## src/rtl/dsm_select_gen.sv

```systemverilog
// rtl/dsm_select_gen.sv - first-order 1-bit delta-sigma modulus selector for the 240/248 divider
// Optional carry-in dither LFSR enabled by defining DSM_DITHER_EN.
module dsm_select_gen #(
  parameter int ACC_W = 16
`ifdef DSM_DITHER_EN
  , parameter int LFSR_W = 15
`endif
) (
  input  logic             clk,
  input  logic             rst,
  input  logic             en,
  input  logic [ACC_W-1:0] frac_in,
  input  logic             frac_valid,
  output logic             frac_ready,
  output logic             select_mode,
  output logic             running
);

  typedef enum logic {IDLE = 1'b0, RUN = 1'b1} state_t;

  state_t           state;
  logic [ACC_W-1:0] acc;
  logic [ACC_W-1:0] frac_reg;
  logic [ACC_W-1:0] shadow;
  logic             shadow_full;
  logic             cin;
  logic [ACC_W:0]   sum;
  logic             carry;
  logic             promote;
  logic             capture;

  assign sum   = {1'b0, acc} + {1'b0, frac_reg} + {{ACC_W{1'b0}}, cin};
  assign carry = sum[ACC_W];

  // Swapping the word only at a carry keeps the output rate change glitch-free;
  // a zero word never carries, so it must be replaceable on any edge.
  assign promote = shadow_full && ((state == IDLE) || carry || (frac_reg == '0));
  assign capture = frac_valid && frac_ready;

  assign frac_ready = ~shadow_full;
  assign running    = (state == RUN);

`ifdef DSM_DITHER_EN
  logic [LFSR_W-1:0] lfsr;

  always_ff @(posedge clk or negedge rst) begin
    if (!rst) begin
      lfsr <= {{(LFSR_W-1){1'b0}}, 1'b1};
    end else if (state == RUN) begin
      lfsr <= {lfsr[LFSR_W-2:0], lfsr[LFSR_W-1] ^ lfsr[LFSR_W-2]};
    end
  end

  assign cin = lfsr[0];
`else
  assign cin = 1'b0;
`endif

  always_ff @(posedge clk or negedge rst) begin
    if (!rst) begin
      state       <= IDLE;
      acc         <= '0;
      frac_reg    <= '0;
      shadow      <= '0;
      shadow_full <= 1'b0;
      select_mode <= 1'b0;
    end else begin
      if (promote) begin
        frac_reg <= shadow;
      end

      if (capture) begin
        shadow      <= frac_in;
        shadow_full <= 1'b1;
      end else if (promote) begin
        shadow_full <= 1'b0;
      end

      case (state)
        IDLE: begin
          acc         <= '0;
          select_mode <= 1'b0;
          if (en) begin
            state <= RUN;
          end
        end
        RUN: begin
          if (en) begin
            acc         <= sum[ACC_W-1:0];
            select_mode <= carry;
          end else begin
            state       <= IDLE;
            acc         <= '0;
            select_mode <= 1'b0;
          end
        end
        default: begin
          state       <= IDLE;
          acc         <= '0;
          select_mode <= 1'b0;
        end
      endcase
    end
  end

endmodule

```

## config.mk

```make
export PLATFORM = sky130hd
export DESIGN_NAME = dsm_select_gen
export DESIGN_NICKNAME = d
export VERILOG_FILES = /design/src/rtl/dsm_select_gen.sv
export SDC_FILE = /design/constraint.sdc
export NUM_CORES = 1
export LEC_CHECK = 0
export ABC_AREA = 1
export ABC_CLOCK_PERIOD_IN_PS = 4500
export CORE_MARGIN = 4
export CORE_UTILIZATION = 62
export CTS_CLUSTER_SIZE = 10
export DETAILED_ROUTE_END_ITERATION = 8
export PLACE_DENSITY_LB_ADDON = 0.25
export REMOVE_ABC_BUFFERS = 1
export SYNTH_ARGS = -nofsm -noshare
export SYNTH_HDL_FRONTEND = slang
export SYNTH_SLANG_ARGS = --single-unit
```

## constraint.sdc

```tcl
create_clock -name clk -period 4.5 [get_ports clk]
set_input_delay 0.45 -clock clk [delete_from_list [all_inputs] [get_ports clk]]
set_output_delay 0.45 -clock clk [all_outputs]
set_load 0.01 [all_outputs]
```

Yosys cells after proc, flatten, opt, wreduce, memory -nomap -nowiden
Cells that the tools add are included.
{"block": "word_totals", "inputBits": 20, "word_cells": 22, "register_bits": 51, "out_inout_bits": 3}
{"block": "classes", "n_addsub": 1, "mux": 7, "reduce_logical": 6, "bitwise_logic": 2}
{"op": "one-hot mux 16 bit (2 select lines)", "n": 1}
{"op": "adder 16 x 16 -> 17 bit", "n": 1}
{"op": "logical NOT 16 bit", "n": 1}
{"op": "two-way mux 16 bit", "n": 1}
{"op": "two-way mux 1 bit", "n": 4}
{"op": "logical AND 1 bit", "n": 2}
{"op": "logical OR 1 bit", "n": 2}
{"op": "inverter 1 bit", "n": 2}
{"op": "one-hot mux 1 bit (2 select lines)", "n": 1}
{"op": "nonzero test 2 bit", "n": 1}

Longest topological paths before layout
{"block": "logic_depth", "ltp_word": 6, "ltp_mapped": 14, "depth_no_buf": 13}

Worst setup path after synthesis
No wires, ideal clock.
{"block": "synth_path", "kind": "reg-to-reg", "startpoint": "reg frac_reg[0]", "endpoint": "reg frac_reg[1]", "period_less_slack_ns": 1.889, "path_slack_ns": 2.611, "required_time_ns": 4.384, "n_path_buf": 1, "setup_ns": 0.116, "path_stages_with_launch": 15, "arrival_ns": 1.774, "cell_sequence": "dfrtp_1 -> ha_1 -> inv_1 -> fa_1 -> inv_1 -> nand3_1 -> nand2_2 -> nand2_1 -> nand2_2 -> nand2_2 -> nand3_4 -> nand2_4 -> buf_12 -> nand2_2 -> nand2_2"}
{"block": "synth_between", "elab_chain_len": 4, "elab_cells_between_ends": 5, "classes_between": "add/sub (1); reduce/logical (4)"}
{"element": "start: declaration", "line": "23", "rtl": "logic [ACC_W-1:0] frac_reg;"}
{"element": "start signal: assignment", "line": "69", "rtl": "frac_reg <= shadow;"}
{"element": "adder 16 x 16 -> 17 bit", "line": "32", "rtl": "assign sum = {1'b0, acc} + {1'b0, frac_reg} + {{ACC_W{1'b0}}, cin};"}
{"element": "logical OR 1 bit", "line": "37", "rtl": "assign promote = shadow_full && ((state == IDLE) || carry || (frac_reg == '0));"}
{"element": "logical OR 1 bit *", "line": "37"}
{"element": "logical AND 1 bit *", "line": "37"}
Every way passes the cells marked *; elsewhere a longest branch is shown, timed or not.
A chain may end at the register's enable or synchronous reset.

Worst setup path after layout
{"block": "layout_path", "startpoint": "reg frac_reg[0]", "endpoint": "reg frac_reg[11]"}
Same word-level chain as after synthesis.

==> flow_metrics.env <==
export IMPL_syn_instance_count=328
export IMPL_cts_buffers=5
export IMPL_antenna_found_initial=0
export IMPL_cts_resized=0
export IMPL_clkTransAtPathRegs_ps=100
export IMPL_start_kind="flip-flop"
export IMPL_ys_warn_count=0
export IMPL_via_per_inst=5.52
export IMPL_maxCapViolCount=0
export IMPL_overflow=0
export IMPL_synth_commonest_cells="nand2_1, dfrtp_1, nor2_1, inv_1, nand2_2"
export IMPL_drt_wirelength_per_cell_um=13.4
export IMPL_synth_cell_types=25
export IMPL_cp_end_kind="flip-flop"
export IMPL_n_antenna_cell=0
export IMPL_totalWireLength_um=5450
export IMPL_grt_setup_unrepaired="false"
export IMPL_synth_seq_cells=51
export IMPL_io_buffer_count=22
export IMPL_peakVddDrop_mv=0.338
export IMPL_nets=389
export IMPL_netlist_area_um2=2830
export IMPL_ys_top_cells_by_area="dfrtp_1, nand2_1, ha_1, mux2_2, nand2_2"
export IMPL_yosysMostFrequentCell="nand2_1"
export IMPL_drive_gt1_share_pct=17.6
export IMPL_hpwl_um=3990
export IMPL_dieHeight_um=75.6
export IMPL_tightest_slew_ps=626
export IMPL_ctsHtreeMaxLevel=2
export IMPL_cp_required_ps=4700
export IMPL_path_max_fanout=18
export IMPL_synth_async_sr_flop_share_pct=100
export IMPL_max_freq_mhz=448
export IMPL_die_x_um=75.6
export IMPL_clockBufferDepth=2
export IMPL_outcome="completed"
export IMPL_yosysSeqAreaShare_pct=45.1
export IMPL_grt_max_degree=52
export IMPL_setup_viol=0
export IMPL_clock_sinks=51
export IMPL_place_congestion=0.874
export IMPL_pwr_share_clk_pct=18.6
export IMPL_seq_power_share_pct=40.6
export IMPL_drtIter0Drc=129
export IMPL_clkLatencyLatePin_ps=310
export IMPL_fin_skew_ps=8.04
export IMPL_rows=24
export IMPL_drc_errors=0
export IMPL_synth_edf_count=0
export IMPL_top_level_ports=23
export IMPL_setup_tns_ps=0
export IMPL_switching_share_pct=40.3
export IMPL_fp_coreArea_um2=4380
export IMPL_yosys_area_top_type="dfrtp_1"
export IMPL_start_util_pct=64.6
export IMPL_cts_tree="yes"
export IMPL_period_share_pct=49.6
export IMPL_p_per_area_nw_per_um2=574
export IMPL_postCtsSetupRepairBufs=0
export IMPL_intPower_uw=1090
export IMPL_arrival_ps=2430
export IMPL_vias=2235
export IMPL_worstPathCellList="ha_1, inv_1, fa_1, inv_1, nand3_1, nand2_2, nand2_1, nand2_2, nand2_2, nand3_4, nand2_4, nand2_1, nand2_1"
export IMPL_whs_ps=233
export IMPL_power_leakage_uw=0.00166
export IMPL_drt_pass1_iter_count=4
export IMPL_fillCellCount=318
export IMPL_power_switching_uw=740
export IMPL_fin_ws_ps=2270
export IMPL_area_delta_synth_final_pct=12.8
export IMPL_slowest_delay_ps=380
export IMPL_synth_top_area_share_pct=45.1
export IMPL_drtAntennaViolNets=0
export IMPL_synth_flop_cell="dfrtp_1"
export IMPL_hold_viol_final=0
export IMPL_hold_path_class="in -> async"
export IMPL_slew_headroom_pct=58.2
export IMPL_hold_buffers=0
export IMPL_comb_power_share_pct=40.7
export IMPL_period_needed_ps=2230
export IMPL_grt_pass1_vias=2084
export IMPL_grt_usage_pct=21.1
export IMPL_critical_path_class="reg -> reg"
export IMPL_grt_pass1_wl_um=9070
export IMPL_die_area_um2=5710
export IMPL_clock_root_buffer="clkbuf_8"
export IMPL_dp_slack_ps=2330
export IMPL_drv_slew=0
export IMPL_p_total_uw=1830
export IMPL_syn_avg_cell_area_um2=8.64
export IMPL_cp_slowest_cell="dfrtp_1"
-- kinds of logic (layout without fill, tap and decap cells) --
group | Yosys count | count (layout) | share of synthesized area (%)
DFF | 51 | 51 | 45.1
buffers and inverters | 40 | 65 | 6.18
adders and majority gates | 17 | 17 | 7.77
AOI/OAI and AO/OA | 35 | 35 | 7.42
muxes | 16 | 16 | 6.36
and+or+nand+nor | 169 | 169 | 27.2
-- power by group through the flow --
stage                     Sequential [uW]  Combinational [uW]  Clock, uW
after floorplan                       709                 591          0
after global placement                748                 709          0
after detailed placement              752                 740          0
after CTS                             743                 748        344
after global routing                  763                 852        368
final                                 746                 747        342
-- cells in the final DEF (no fill, tap or decap) --
master / synthesis / layout
nand2_4: 1 / 1
buf_2: 1 / 1
inv_1: 32 / 32
inv_6: 0 / 1
a21boi_4: 1 / 1
a21oi_2: 2 / 2
buf_4: 2 / 1
bufinv_16: 0 / 1
a21oi_4: 1 / 1
dfrtp_1: 51 / 51
nand3_1: 26 / 26
clkdlybuf4s50_1: 0 / 21
nand2_1: 74 / 74
mux2_2: 16 / 16
nand3_4: 1 / 1
o21bai_1: 1 / 1
nand2_2: 27 / 27
fa_1: 1 / 1
nor3_2: 1 / 1
nand4_1: 3 / 3
clkbuf_8: 0 / 6
a21oi_1: 21 / 21
ha_1: 16 / 16
o21ai_0: 9 / 9
inv_2: 2 / 2
nor3_1: 1 / 1
nor2_1: 35 / 35
-- per-layer routing --
layer / vias to the layer above / part of all wire (%) / global-route usage [%]
li1: 1109 / - / -
met3: 14 / 5.0 / 4.35
met1: 1048 / 46 / 28.3
met2: 64 / 46 / 33.0
met5: - / 0 / 0
met4: 0 / 2.8 / 9.32
-- final timing paths --
kind                        startpoint      endpoint  slack, ps  depth (start not counted)
min in group clk            shadow[13]  frac_reg[13]        510                          2
max in group asynchronous          rst   frac_reg[5]       3850                          2
min                                rst        acc[3]        230                          2
min reg2reg                 shadow[13]  frac_reg[13]        510                          2
max                        frac_reg[0]  frac_reg[11]       2270                         13
max reg2reg                frac_reg[0]  frac_reg[11]       2270                         13
-- critical path, delay by kind of cell, from the launching register on --
kind / cells / cell delay (ps)
fa+ha+maj: 2 / 570
buf+inv: 2 / 180
flops: 1 / 380
simple gates: 9 / 1010
-- per-stage QoR --
| stage | instances | area [um2] | util (%) |
|---|---|---|---|
| 2_1_floorplan | 322 | 2790 | - |
| 3_3_place_gp | 397 | 3070 | 70.1 |
| 3_5_place_dp | 397 | 3070 | 70.1 |
| 4_1_cts | 405 | 3190 | 72.9 |
| 5_1_grt | 405 | 3190 | 72.9 |
| 6_report | 405 | 3190 | 72.9 |
-- cell type report --
| cell class | count | area (um2) | share of cell area (%) |
|---|---|---|---|
| multi-input combinational | 237 | 1380 | 43.2 |
| sequential | 51 | 1280 | 40.0 |
| timing repair buffer | 23 | 223 | 6.97 |
| inverter | 34 | 128 | 4.00 |
| clock buffer | 6 | 82.6 | 2.59 |
| tap | 52 | 65.1 | 2.04 |
| clock inverter | 2 | 38.8 | 1.21 |
No activity file was read; power rests on OpenSTA's default activity.
